`config.mk`:
```
export PLATFORM = sky130hd
export DESIGN_NAME = mem_access_ctrl_flat
export DESIGN_NICKNAME = d
export VERILOG_FILES = /design/src/rtl/mem_access_ctrl_pkg.sv /design/src/rtl/mem_access_ctrl_if.sv /design/src/rtl/mem_lane_align.sv /design/src/rtl/mem_access_ctrl.sv /design/src/flat_wrapper.sv
export SDC_FILE = /design/constraint.sdc
export NUM_CORES = 1
export LEC_CHECK = 0
export ABC_AREA = 1
export BUFFER_PORTS_ARGS = -buffer_cell sky130_fd_sc_hd__buf_2
export CORE_ASPECT_RATIO = 1.1
export CORE_MARGIN = 2
export CORE_UTILIZATION = 40
export CTS_CLUSTER_DIAMETER = 100
export DETAILED_ROUTE_END_ITERATION = 10
export HOLD_SLACK_MARGIN = 0.12
export PLACE_DENSITY_LB_ADDON = 0.1
export SLEW_MARGIN = 15
export SYNTH_ARGS = -nofsm -noshare
export SYNTH_HDL_FRONTEND = slang
export SYNTH_SLANG_ARGS = --single-unit
```
`constraint.sdc`:
```
create_clock -name clk_i -period 6.74 [get_ports clk_i]
set_clock_uncertainty 0.15 [all_clocks]
set_input_delay 0.674 -clock clk_i [delete_from_list [all_inputs] [get_ports clk_i]]
set_output_delay 0.674 -clock clk_i [all_outputs]
set_load 0.05 [all_outputs]
```
`src/rtl/mem_access_ctrl_pkg.sv`:
```
// Shared definitions for the load/store memory access controller.
//   - access size encodings (size_i)
//   - controller FSM state encoding
//   - misalignment predicate used when a request is accepted
package mem_access_ctrl_pkg;

   localparam logic [1:0] SZ_BYTE = 2'b00;
   localparam logic [1:0] SZ_HALF = 2'b01;
   localparam logic [1:0] SZ_WORD = 2'b10;
   localparam logic [1:0] SZ_RSVD = 2'b11;

   typedef enum logic [2:0] {
      ST_IDLE  = 3'd0,
      ST_READ  = 3'd1,
      ST_WAIT  = 3'd2,
      ST_WRITE = 3'd3,
      ST_DONE  = 3'd4
   } state_t;

   // Reserved size is treated as misaligned so it is rejected without touching memory.
   function automatic logic is_misaligned(input logic [1:0] size, input logic [1:0] addr_lo);
      logic mis;
      case (size)
         SZ_BYTE: mis = 1'b0;
         SZ_HALF: mis = addr_lo[0];
         SZ_WORD: mis = (addr_lo != 2'b00);
         default: mis = 1'b1;
      endcase
      return mis;
   endfunction

endpackage

```
`src/rtl/mem_access_ctrl_if.sv`:
```
// Bundle of the pipeline request/response signals and the data-memory port.
//   slave  : the controller (receives requests, drives the memory strobes)
//   master : the pipeline + data memory side (drives requests, returns read data)
// Pipeline side : req_i, we_i, size_i, sign_ext_i, addr_i, wdata_i -> stall_o, done_o,
//                 misaligned_o, rdata_o
// Memory side   : mem_read_o, mem_write_o, mem_addr_o, mem_wdata_o <- mem_rdata_i
interface mem_access_ctrl_if;

   logic        req_i;
   logic        we_i;
   logic [1:0]  size_i;
   logic        sign_ext_i;
   logic [31:0] addr_i;
   logic [31:0] wdata_i;
   logic        stall_o;
   logic        done_o;
   logic        misaligned_o;
   logic [31:0] rdata_o;
   logic        mem_read_o;
   logic        mem_write_o;
   logic [31:0] mem_addr_o;
   logic [31:0] mem_wdata_o;
   logic [31:0] mem_rdata_i;

   modport slave (
      input  req_i, we_i, size_i, sign_ext_i, addr_i, wdata_i, mem_rdata_i,
      output stall_o, done_o, misaligned_o, rdata_o,
             mem_read_o, mem_write_o, mem_addr_o, mem_wdata_o
   );

   modport master (
      output req_i, we_i, size_i, sign_ext_i, addr_i, wdata_i, mem_rdata_i,
      input  stall_o, done_o, misaligned_o, rdata_o,
             mem_read_o, mem_write_o, mem_addr_o, mem_wdata_o
   );

endinterface

```
`src/rtl/mem_lane_align.sv`:
```
// Combinational lane handling for sub-word accesses (little-endian).
//   word_i     : word read from memory
//   wdata_i    : right-aligned store data
//   addr_lo_i  : byte offset within the word
//   size_i     : access size
//   sign_ext_i : replicate lane MSB on loads
//   load_o     : extracted and extended load value
//   merged_o   : word_i with the addressed lane replaced by store data
import mem_access_ctrl_pkg::*;

module mem_lane_align (
   input  logic [31:0] word_i,
   input  logic [31:0] wdata_i,
   input  logic [1:0]  addr_lo_i,
   input  logic [1:0]  size_i,
   input  logic        sign_ext_i,
   output logic [31:0] load_o,
   output logic [31:0] merged_o
);

   logic [7:0]  byte_lane;
   logic [15:0] half_lane;

   always_comb begin
      byte_lane = word_i[{addr_lo_i, 3'b000} +: 8];
      half_lane = word_i[{addr_lo_i[1], 4'b0000} +: 16];

      case (size_i)
         SZ_BYTE: load_o = {{24{sign_ext_i & byte_lane[7]}}, byte_lane};
         SZ_HALF: load_o = {{16{sign_ext_i & half_lane[15]}}, half_lane};
         default: load_o = word_i;
      endcase

      merged_o = word_i;
      case (size_i)
         SZ_BYTE: merged_o[{addr_lo_i, 3'b000} +: 8]      = wdata_i[7:0];
         SZ_HALF: merged_o[{addr_lo_i[1], 4'b0000} +: 16] = wdata_i[15:0];
         default: merged_o = wdata_i;
      endcase
   end

endmodule

```
`src/rtl/mem_access_ctrl.sv`:
```
// Load/store controller between a pipeline and a word-indexed, registered-read data memory.
// Handles byte/half/word loads with optional sign extension, word stores, and sub-word
// stores via read-modify-write. Misaligned or reserved-size requests complete in one
// cycle flagged by misaligned_o without any memory traffic.
//   clk_i : clock
//   rst_i : asynchronous active-high reset
//   bus   : mem_access_ctrl_if.slave (pipeline request/response + data-memory port)
//
// state | meaning
// IDLE  | waiting for req_i; captures the request
// READ  | mem_read_o asserted for the addressed word
// WAIT  | memory data valid; load lane registered or store word merged
// WRITE | mem_write_o asserted with the final word
// DONE  | done_o pulse, misaligned_o qualifies it
import mem_access_ctrl_pkg::*;

module mem_access_ctrl (
   input  logic              clk_i,
   input  logic              rst_i,
   mem_access_ctrl_if.slave  bus
);

   state_t      state_q, state_d;
   logic [31:0] addr_q,  addr_d;
   logic [1:0]  size_q,  size_d;
   logic        we_q,    we_d;
   logic        sext_q,  sext_d;
   logic [31:0] wdata_q, wdata_d;
   logic        mis_q,   mis_d;
   logic [31:0] wword_q, wword_d;
   logic [31:0] rdata_q, rdata_d;

   logic [31:0] load_val;
   logic [31:0] merged_val;

   mem_lane_align u_lane (
      .word_i     (bus.mem_rdata_i),
      .wdata_i    (wdata_q),
      .addr_lo_i  (addr_q[1:0]),
      .size_i     (size_q),
      .sign_ext_i (sext_q),
      .load_o     (load_val),
      .merged_o   (merged_val)
   );

   always_ff @(posedge clk_i or posedge rst_i) begin
      if (rst_i) begin
         state_q <= ST_IDLE;
         addr_q  <= '0;
         size_q  <= '0;
         we_q    <= 1'b0;
         sext_q  <= 1'b0;
         wdata_q <= '0;
         mis_q   <= 1'b0;
         wword_q <= '0;
         rdata_q <= '0;
      end else begin
         state_q <= state_d;
         addr_q  <= addr_d;
         size_q  <= size_d;
         we_q    <= we_d;
         sext_q  <= sext_d;
         wdata_q <= wdata_d;
         mis_q   <= mis_d;
         wword_q <= wword_d;
         rdata_q <= rdata_d;
      end
   end

   always_comb begin
      state_d = state_q;
      addr_d  = addr_q;
      size_d  = size_q;
      we_d    = we_q;
      sext_d  = sext_q;
      wdata_d = wdata_q;
      mis_d   = mis_q;
      wword_d = wword_q;
      rdata_d = rdata_q;

      case (state_q)
         ST_IDLE: begin
            if (bus.req_i) begin
               addr_d  = bus.addr_i;
               size_d  = bus.size_i;
               we_d    = bus.we_i;
               sext_d  = bus.sign_ext_i;
               wdata_d = bus.wdata_i;
               mis_d   = is_misaligned(bus.size_i, bus.addr_i[1:0]);
               if (is_misaligned(bus.size_i, bus.addr_i[1:0])) begin
                  state_d = ST_DONE;
               end else if (bus.we_i && (bus.size_i == SZ_WORD)) begin
                  // Full-word store needs no read: the write word is the store data.
                  wword_d = bus.wdata_i;
                  state_d = ST_WRITE;
               end else begin
                  state_d = ST_READ;
               end
            end
         end
         ST_READ: state_d = ST_WAIT;
         ST_WAIT: begin
            if (we_q) begin
               wword_d = merged_val;
               state_d = ST_WRITE;
            end else begin
               rdata_d = load_val;
               state_d = ST_DONE;
            end
         end
         ST_WRITE: state_d = ST_DONE;
         ST_DONE:  state_d = ST_IDLE;
         default:  state_d = ST_IDLE;
      endcase
   end

   // Moore outputs: strobes and address decode from state only, so an async reset
   // removes them before the next edge.
   assign bus.mem_read_o   = (state_q == ST_READ);
   assign bus.mem_write_o  = (state_q == ST_WRITE);
   assign bus.mem_addr_o   = ((state_q == ST_READ) || (state_q == ST_WRITE)) ?
                             {2'b00, addr_q[31:2]} : 32'd0;
   assign bus.mem_wdata_o  = (state_q == ST_WRITE) ? wword_q : 32'd0;
   assign bus.done_o       = (state_q == ST_DONE);
   assign bus.misaligned_o = (state_q == ST_DONE) && mis_q;
   assign bus.rdata_o      = rdata_q;
   assign bus.stall_o      = ((state_q == ST_IDLE) && bus.req_i) ||
                             (state_q == ST_READ) || (state_q == ST_WAIT) ||
                             (state_q == ST_WRITE);

endmodule

```
`src/flat_wrapper.sv`:
```
// flat-port wrapper written by rule: the top's interface ports become plain ports
module mem_access_ctrl_flat 
  (clk_i, rst_i, bus_req_i, bus_we_i, bus_size_i, bus_sign_ext_i, bus_addr_i, bus_wdata_i, bus_mem_rdata_i, bus_stall_o, bus_done_o, bus_misaligned_o, bus_rdata_o, bus_mem_read_o, bus_mem_write_o, bus_mem_addr_o, bus_mem_wdata_o);
  mem_access_ctrl_if bus_i ();
  input  logic clk_i;
  input  logic rst_i;
  input wire logic [$bits(bus_i.req_i)-1:0] bus_req_i;
  input wire logic [$bits(bus_i.we_i)-1:0] bus_we_i;
  input wire logic [$bits(bus_i.size_i)-1:0] bus_size_i;
  input wire logic [$bits(bus_i.sign_ext_i)-1:0] bus_sign_ext_i;
  input wire logic [$bits(bus_i.addr_i)-1:0] bus_addr_i;
  input wire logic [$bits(bus_i.wdata_i)-1:0] bus_wdata_i;
  input wire logic [$bits(bus_i.mem_rdata_i)-1:0] bus_mem_rdata_i;
  output wire logic [$bits(bus_i.stall_o)-1:0] bus_stall_o;
  output wire logic [$bits(bus_i.done_o)-1:0] bus_done_o;
  output wire logic [$bits(bus_i.misaligned_o)-1:0] bus_misaligned_o;
  output wire logic [$bits(bus_i.rdata_o)-1:0] bus_rdata_o;
  output wire logic [$bits(bus_i.mem_read_o)-1:0] bus_mem_read_o;
  output wire logic [$bits(bus_i.mem_write_o)-1:0] bus_mem_write_o;
  output wire logic [$bits(bus_i.mem_addr_o)-1:0] bus_mem_addr_o;
  output wire logic [$bits(bus_i.mem_wdata_o)-1:0] bus_mem_wdata_o;
  assign bus_i.req_i = bus_req_i;
  assign bus_i.we_i = bus_we_i;
  assign bus_i.size_i = bus_size_i;
  assign bus_i.sign_ext_i = bus_sign_ext_i;
  assign bus_i.addr_i = bus_addr_i;
  assign bus_i.wdata_i = bus_wdata_i;
  assign bus_i.mem_rdata_i = bus_mem_rdata_i;
  assign bus_stall_o = bus_i.stall_o;
  assign bus_done_o = bus_i.done_o;
  assign bus_misaligned_o = bus_i.misaligned_o;
  assign bus_rdata_o = bus_i.rdata_o;
  assign bus_mem_read_o = bus_i.mem_read_o;
  assign bus_mem_write_o = bus_i.mem_write_o;
  assign bus_mem_addr_o = bus_i.mem_addr_o;
  assign bus_mem_wdata_o = bus_i.mem_wdata_o;
  mem_access_ctrl u_core (.clk_i(clk_i), .rst_i(rst_i), .bus(bus_i));
endmodule
```
==> impl_metrics.ini, run 1 <==
[status]
status = complete, no violations

[global_routing]
grt_pass1_vias = 7543
antenna_found_initial = 0
grt_max_degree = 138
grtUsageTotal = 0.231
grt-ovfl-total = 0
grt_pass1_wl_um = 39800

[power]
p_switching_mw = 2.57
irDropWorstVdd_v = 0.000273
p_sw_frac = 0.513
power_density_nw_per_um2 = 506
pwr-share-comb = 0.527
seqPwrFrac = 0.297
power.internal_mw = 2.44
clockPowerShare = 0.176
power.leakage_nw = 5.52

[cells_and_area]
final_core_util = 0.483
drive_gt1_frac = 0.189
syn_to_final_growth_pct = 19.3
final_cells = 1677
diodes = 0
nets = 1518

[worst_setup_path]
timing.rr.end = u_core.state_q[1]$_DFFE_PP0P_
cp.required_ps = 6860
crit_path_start_kind = register
cp_max_fo = 35
rrSetupSlack_ps = 2820
arrival_ps = 4040
worstSetupPathType = register to register
r2r-start = u_core.state_q[1]$_DFFE_PP0P_
crit_buf_inv = 2
crit_start = u_core.state_q[1]$_DFFE_PP0P_
cp_top_family = simple AND/OR/NAND/NOR gates
slowest_stage = dfrtp_1
cp-end-kind = register
crit_chain = nand2_2 -> nor2_4 -> inv_2 -> nand2_2 -> nor2_4 -> inv_4 -> o21ai_1
max_stage_delay_ps = 1000
ff2ff_path_depth = 7

[drt]
first_pass_iters = 5
dr.first_iter.drc_count = 674
via_count = 8258
viasPerCell = 4.92
wl_per_cell_um = 15.0
route.detailed.drc = 0
drt-total-wl_um = 25200
ant_nets = 0

[cts]
cts_tree = built
clkSlewWorstSetupHoldPaths_ps = 60
htreeDepth = 4
cts-buffers-inserted = 17
cts_root_buffer = clkbuf_16
cts_setup_buffers = 0
cts_resized = 0
hold_buffers = 0
clock-sinks = 136
worstSkewPairLatency_ps = 420
clock_path_buffers = 2

[place]
dp_hpwl_um = 18300
dp_cells = 1647
gp_congestion = 0.924
port_buffers = 201

[sta]
finalCritPeriodShare = 0.582
setup_viol = 0
slew_headroom = 0.316
rsz0062_at_grt = no
holdWs_ps = 205
hold_viol = 0
period_needed_ps = 3920
finalSetupTns_ps = 0
worst_pin_slew_ps = 1030
timing.fmax_mhz = 255
drv_slew = 0

[run]
maxCapViolations = 0

[die]
num_rows = 55
start_util = 0.405
io_pins = 204
dieWidth_um = 141
die_h_um = 155
coreArea_um2 = 20400
die-area_um2 = 21900

[logic_synthesis]
yosysTopAreaCellShare = 0.411
yosysTopAreaCell = dfrtp_1
synthTopCellsByArea = dfrtp_1 41%, nand2_1 19%, inv_1 7.1%
synth_cell_type_count = 35
ys_seq_area_frac = 0.411
syn_inst = 1252
async_reset_ff_frac = 1.00
syn_area_per_cell_um2 = 6.62
syn_area_um2 = 8280
synth_flop_cell = dfrtp_1
ys_warn_count = 0
ys_ff_latch = 136
synth_edf_count = 0

[min_path]
hold_path.class = input pin to async pin
## how the worst max path moves through the flow
stage | to | depth (start not counted) | slack [ps]
floorplan | u_core.addr_q[0]$_DFFE_PP0P_ | 1 | 2280
global route | u_core.wword_q[20]$_DFFE_PP0P_ | 8 | 2390
CTS | u_core.state_q[1]$_DFFE_PP0P_ | 7 | 2710
detailed placement | u_core.state_q[1]$_DFFE_PP0P_ | 7 | 2720
finish | u_core.state_q[1]$_DFFE_PP0P_ | 7 | 2820
global placement | u_core.state_q[1]$_DFFE_PP0P_ | 7 | 2790
## stage by stage
stage          setup WS, ps  cell area, um2  power, mW
5_1_grt                2390            9880       5.40
3_5_place_dp           2720            9330       4.14
2_1_floorplan          2280            8290       3.52
6_report               2820            9880       5.00
3_3_place_gp           2790            9330       4.11
4_1_cts                2710            9870       5.04
## state kept, by name, summed over array words and instances (netlist names)
| register | flops |
|---|---|
| u_core.sext_q | 1 |
| u_core.wdata_q | 32 |
| u_core.size_q | 2 |
| u_core.we_q | 1 |
| u_core.mis_q | 1 |
| u_core.addr_q | 32 |
| u_core.state_q | 3 |
| u_core.wword_q | 32 |
| u_core.bus.rdata_o | 32 |
## synth_stat cells, types with 7 or more instances
master	count
nand2_1	411
o21ai_0	92
nor2_1	141
or2_2	15
nand3_1	85
clkbuf_1	29
buf_2	29
a21oi_1	83
nand4_1	7
inv_1	157
a21boi_1	11
dfrtp_1	136
o211ai_1	9
## power by group through the flow
stage               logic (mW)  clock network (mW)  registers (mW)
floorplan                 1.79                   0            1.73
global placement          2.62                   0            1.49
detailed placement        2.64                   0            1.49
CTS                       2.65               0.900            1.49
global route              2.93               0.938            1.53
finish                    2.64               0.880            1.49
## cells by family after synthesis
| logic type | count (synthesis) | share of synthesized area |
|---|---|---|
| adders and majority gates | 5 | 0.00755 |
| muxes | 1 | 0.00136 |
| DFF | 136 | 0.411 |
| buffers and inverters | 232 | 0.116 |
| other | 1 | 0.000453 |
| AOI/OAI and AO/OA | 204 | 0.132 |
| and+or+nand+nor | 673 | 0.331 |
## layer usage
layer / wire [um] / share of wire / vias to the layer above / track usage
met5: 0 / 0 / - / 0
met1: 11200 / 0.45 / 3742 / 0.316
met3: 1620 / 0.064 / 35 / 0.0468
met2: 11700 / 0.46 / 291 / 0.367
met4: 659 / 0.026 / 0 / 0.0819
li1: - / - / 4190 / -
## area by class of cell
type,count,area [um2]
fill,2160,10600
multi-input combinational,885,3930
sequential,136,3400
timing repair buffer,208,1060
inverter,162,616
clock buffer,22,474
tap,256,320
clock inverter,8,73.8
## placed cells by master (no fill, tap or decap), types with 2 or more instances in the layout
cell,count
dfrtp_1,135
clkbuf_8,3
inv_2,3
clkinvlp_4,2
a21boi_0,5
buf_2,201
nor3_1,2
clkbuf_1,2
nand2_4,2
nor2_1,141
a21oi_1,83
nand2_1,410
ha_1,5
clkinv_2,4
nand4_1,7
nor2_2,3
nand2_2,2
nand3_1,85
or2_2,15
clkbuf_16,17
inv_1,156
nor2_4,4
a21boi_1,11
conb_1,2
o211ai_1,9
buf_4,6
o21ai_0,92
(Power assumes the default switching activity.)
==> inputs of run 2 (changes only) <==
- ABC_AREA: 1 -> 0
- clock period: 6.74 -> 3.4 ns (I/O delays scaled with it)
==> run 2 against run 1 <==
- critical path depth shrank 4
- highest routed layer unchanged
- register-to-register slack worse by 2300 ps
- routed wire length fell by 1.7%
- flip-flop and latch count unchanged
- global-route usage is 1.9 points higher
- synthesized cell count is 42% lower
- die area is 10% lower
- largest power group unchanged
- critical path type unchanged
- core utilization grew 6.8 points
- area after synthesis down 10%
- sequential share of layout area fell by 0.72 points
- critical endpoint is now u_core.wword_q[10]$_DFFE_PP0P_
- first-iteration DRC count is 31% lower
==> impl_metrics.ini, run 2 <==
[logic_synthesis]
synth_edf_count = 0
synthTopCellsByArea = dfrtp_1 46%, mux2_2 11%, and3_1 4.8%
yosysTopAreaCellShare = 0.458
syn_area_um2 = 7430
synth_flop_cell = dfrtp_1
syn_area_per_cell_um2 = 10.2
synth.most_common_cell = dfrtp_1
ys_warn_count = 0
ys_ff_latch = 136
yosysTopAreaCell = dfrtp_1
syn_inst = 729
ys_seq_area_frac = 0.458
async_reset_ff_frac = 1.00
synth_cell_type_count = 48
ys_top_cells_by_count = 136 x dfrtp_1, 74 x mux2_2, 57 x and3_1, 56 x nand2_1, 53 x nor2_1

[cells_and_area]
diodes = 0
regArea_um2 = 3400
final_cells = 1244
syn_to_final_growth_pct = 35.7
drive_gt1_frac = 0.339
multi_input_area_um2 = 3710
fill_cells = 1623
nets = 1096
final_common_cell = buf_2
layout_common_cells = 201 x buf_2, 136 x dfrtp_1, 86 x dlygate4sd3_1, 74 x mux2_2, 57 x and3_1

[min_path]
min_to = u_core.bus.rdata_o[9]$_DFFE_PP0P_
hold_path.class = input pin to register
hold_path_depth = 3
min-delay-start = bus_mem_rdata_i[9]

[cts]
clock-sinks = 136
htreeDepth = 4
cts-buffers-inserted = 17
worstSkewPairLatency_ps = 420
clock_path_buffers = 2
cts_root_buffer = clkbuf_16
cts_tree = built
cts_resized = 0
clkSlewWorstSetupHoldPaths_ps = 60

[power]
p_switching_mw = 4.56
power.leakage_nw = 4.72
clockPowerShare = 0.199
p_sw_frac = 0.459
power_density_nw_per_um2 = 984
seqPwrFrac = 0.318
pwr-share-comb = 0.483
power.internal_mw = 5.37
irDropWorstVdd_v = 0.000713

[place]
port_buffers = 201
gp_congestion = 0.912
dp_cells = 1126
dp_hpwl_um = 17200

[drt]
via_count = 6952
drt-total-wl_um = 24700
ant_nets = 0
wl_per_cell_um = 19.9
dr.first_iter.drc_count = 462
viasPerCell = 5.59
first_pass_iters = 5
route.detailed.drc = 0

[die]
coreArea_um2 = 18300
start_util = 0.407
die-area_um2 = 19700
die_h_um = 147
io_pins = 204
num_rows = 52
dieWidth_um = 134

[global_routing]
busiest_layer = met2
grt_pass1_vias = 6914
grt_max_degree = 60
use_met3 = 0.0462
antenna_found_initial = 0
met1_usage = 0.336
grt_use_met2 = 0.404
grt_pass1_wl_um = 38300
grt-ovfl-total = 0
grtUsageTotal = 0.250

[worst_setup_path]
arrival_ps = 2980
cp-end-kind = register
cp.required_ps = 3520
r2r-start = u_core.state_q[1]$_DFFE_PP0P_
max_stage_delay_ps = 920
timing.rr.end = u_core.wword_q[10]$_DFFE_PP0P_
slowest_stage = a2111oi_0
rrSetupSlack_ps = 530
worstSetupPathType = register to register
cp_top_family = compound AO/OA/AOI/OAI gates
crit_path_start_kind = register
cp_max_fo = 32
ff2ff_path_depth = 3
crit_chain = nand2_1 -> a2111oi_0 -> o31ai_1
crit_buf_inv = 0

[sta]
period_needed_ps = 2870
rsz0062_at_grt = no
worst_pin_slew_ps = 1050
setup_viol = 0
drv_slew = 0
finalCritPeriodShare = 0.843
slew_headroom = 0.300
hold_viol = 0
timing.fmax_mhz = 349
finalSetupTns_ps = 0

[run]
maxCapViolations = 0

[status]
status = complete, no violations
==> run 2: cell types whose count changed after synthesis, moves of 32 or more <==
cell,delta
a21oi_1,-65
and2_1,+32
and3_1,+56
inv_1,-150
mux2_2,+74
nand2_1,-355
nand3_1,-85
nor2_1,-88
o21ai_0,-44
o31ai_1,+33
==> run 2: power groups by stage <==
stage	Clock [mW]	Sequential [mW]	Combinational, mW
after floorplan	0	3.45	3.10
after detailed placement	0	3.16	4.70
final	1.97	3.15	4.80
after CTS	1.99	3.14	4.80
after global placement	0	3.11	4.61
after global routing	2.07	3.25	5.15
==> run 2: cell families (layout without fill, tap and decap cells) <==
| group | count (synthesis) | count (layout) | share of synthesized area |
|---|---|---|---|
| buf+inv | 72 | 343 | 0.0473 |
| other cells | 1 | 2 | 0.000504 |
| flops | 136 | 136 | 0.458 |
| fa+ha+maj | 5 | 5 | 0.00842 |
| mux | 91 | 91 | 0.135 |
| simple gates | 246 | 246 | 0.179 |
| compound gates | 178 | 178 | 0.172 |
==> run 2: area by class of cell <==
class / instances / area share
Clock buffer: 26 / 0.0515
Clock inverter: 6 / 0.0109
Inverter: 7 / 0.00298
Multi-Input combinational cell: 522 / 0.368
Sequential cell: 136 / 0.337
Tap cell: 243 / 0.0301
Timing Repair Buffer: 304 / 0.199
==> run 2: worst max path at each step <==
stage                                   from                              to  slack, ps  depth (start not counted)
6_report       u_core.state_q[1]$_DFFE_PP0P_  u_core.wword_q[10]$_DFFE_PP0P_        530                          3
5_1_grt        u_core.state_q[1]$_DFFE_PP0P_  u_core.wword_q[11]$_DFFE_PP0P_        240                          3
4_1_cts        u_core.state_q[0]$_DFFE_PP0P_             bus_mem_wdata_o[27]        550                          4
3_5_place_dp   u_core.state_q[1]$_DFFE_PP0P_  u_core.wword_q[11]$_DFFE_PP0P_        540                          3
3_3_place_gp   u_core.state_q[1]$_DFFE_PP0P_  u_core.wword_q[10]$_DFFE_PP0P_        710                          3
2_1_floorplan                          rst_i    u_core.addr_q[0]$_DFFE_PP0P_       1220                          1
==> run 2: through the flow <==
step / setup WS (ps) / utilization / power (mW) / hold slack, ps / instance area (um2)
5_1_grt: 237 / 0.552 / 10.5 / 170 / 10100
3_5_place_dp: 540 / 0.470 / 7.85 / 338 / 8590
6_report: 532 / 0.552 / 9.92 / 164 / 10100
3_3_place_gp: 712 / 0.470 / 7.73 / 329 / 8590
2_1_floorplan: 1220 / - / 6.55 / 307 / 7440
4_1_cts: 551 / 0.552 / 9.92 / 143 / 10100
==> run 2: what timing repair did <==
item / 4_1_cts / 5_1_grt
hold endpoints to repair: 154 / 0
hold buffers: 86 / 0
buffers inserted: 0 / 0
==> run 2: per-layer routing <==
| metal | up-vias | part of all wire |
|---|---|---|
| met1 | 3381 | 0.43 |
| met4 | 0 | 0.027 |
| met2 | 324 | 0.47 |
| met3 | 44 | 0.066 |
| li1 | 3203 | - |
| met5 | - | 0 |
==> run 2: worst register-to-register path: stages, from the launching register on <==
cell	delay [ps]
dfrtp_1	710
nand2_1	770
a2111oi_0	930
o31ai_1	160
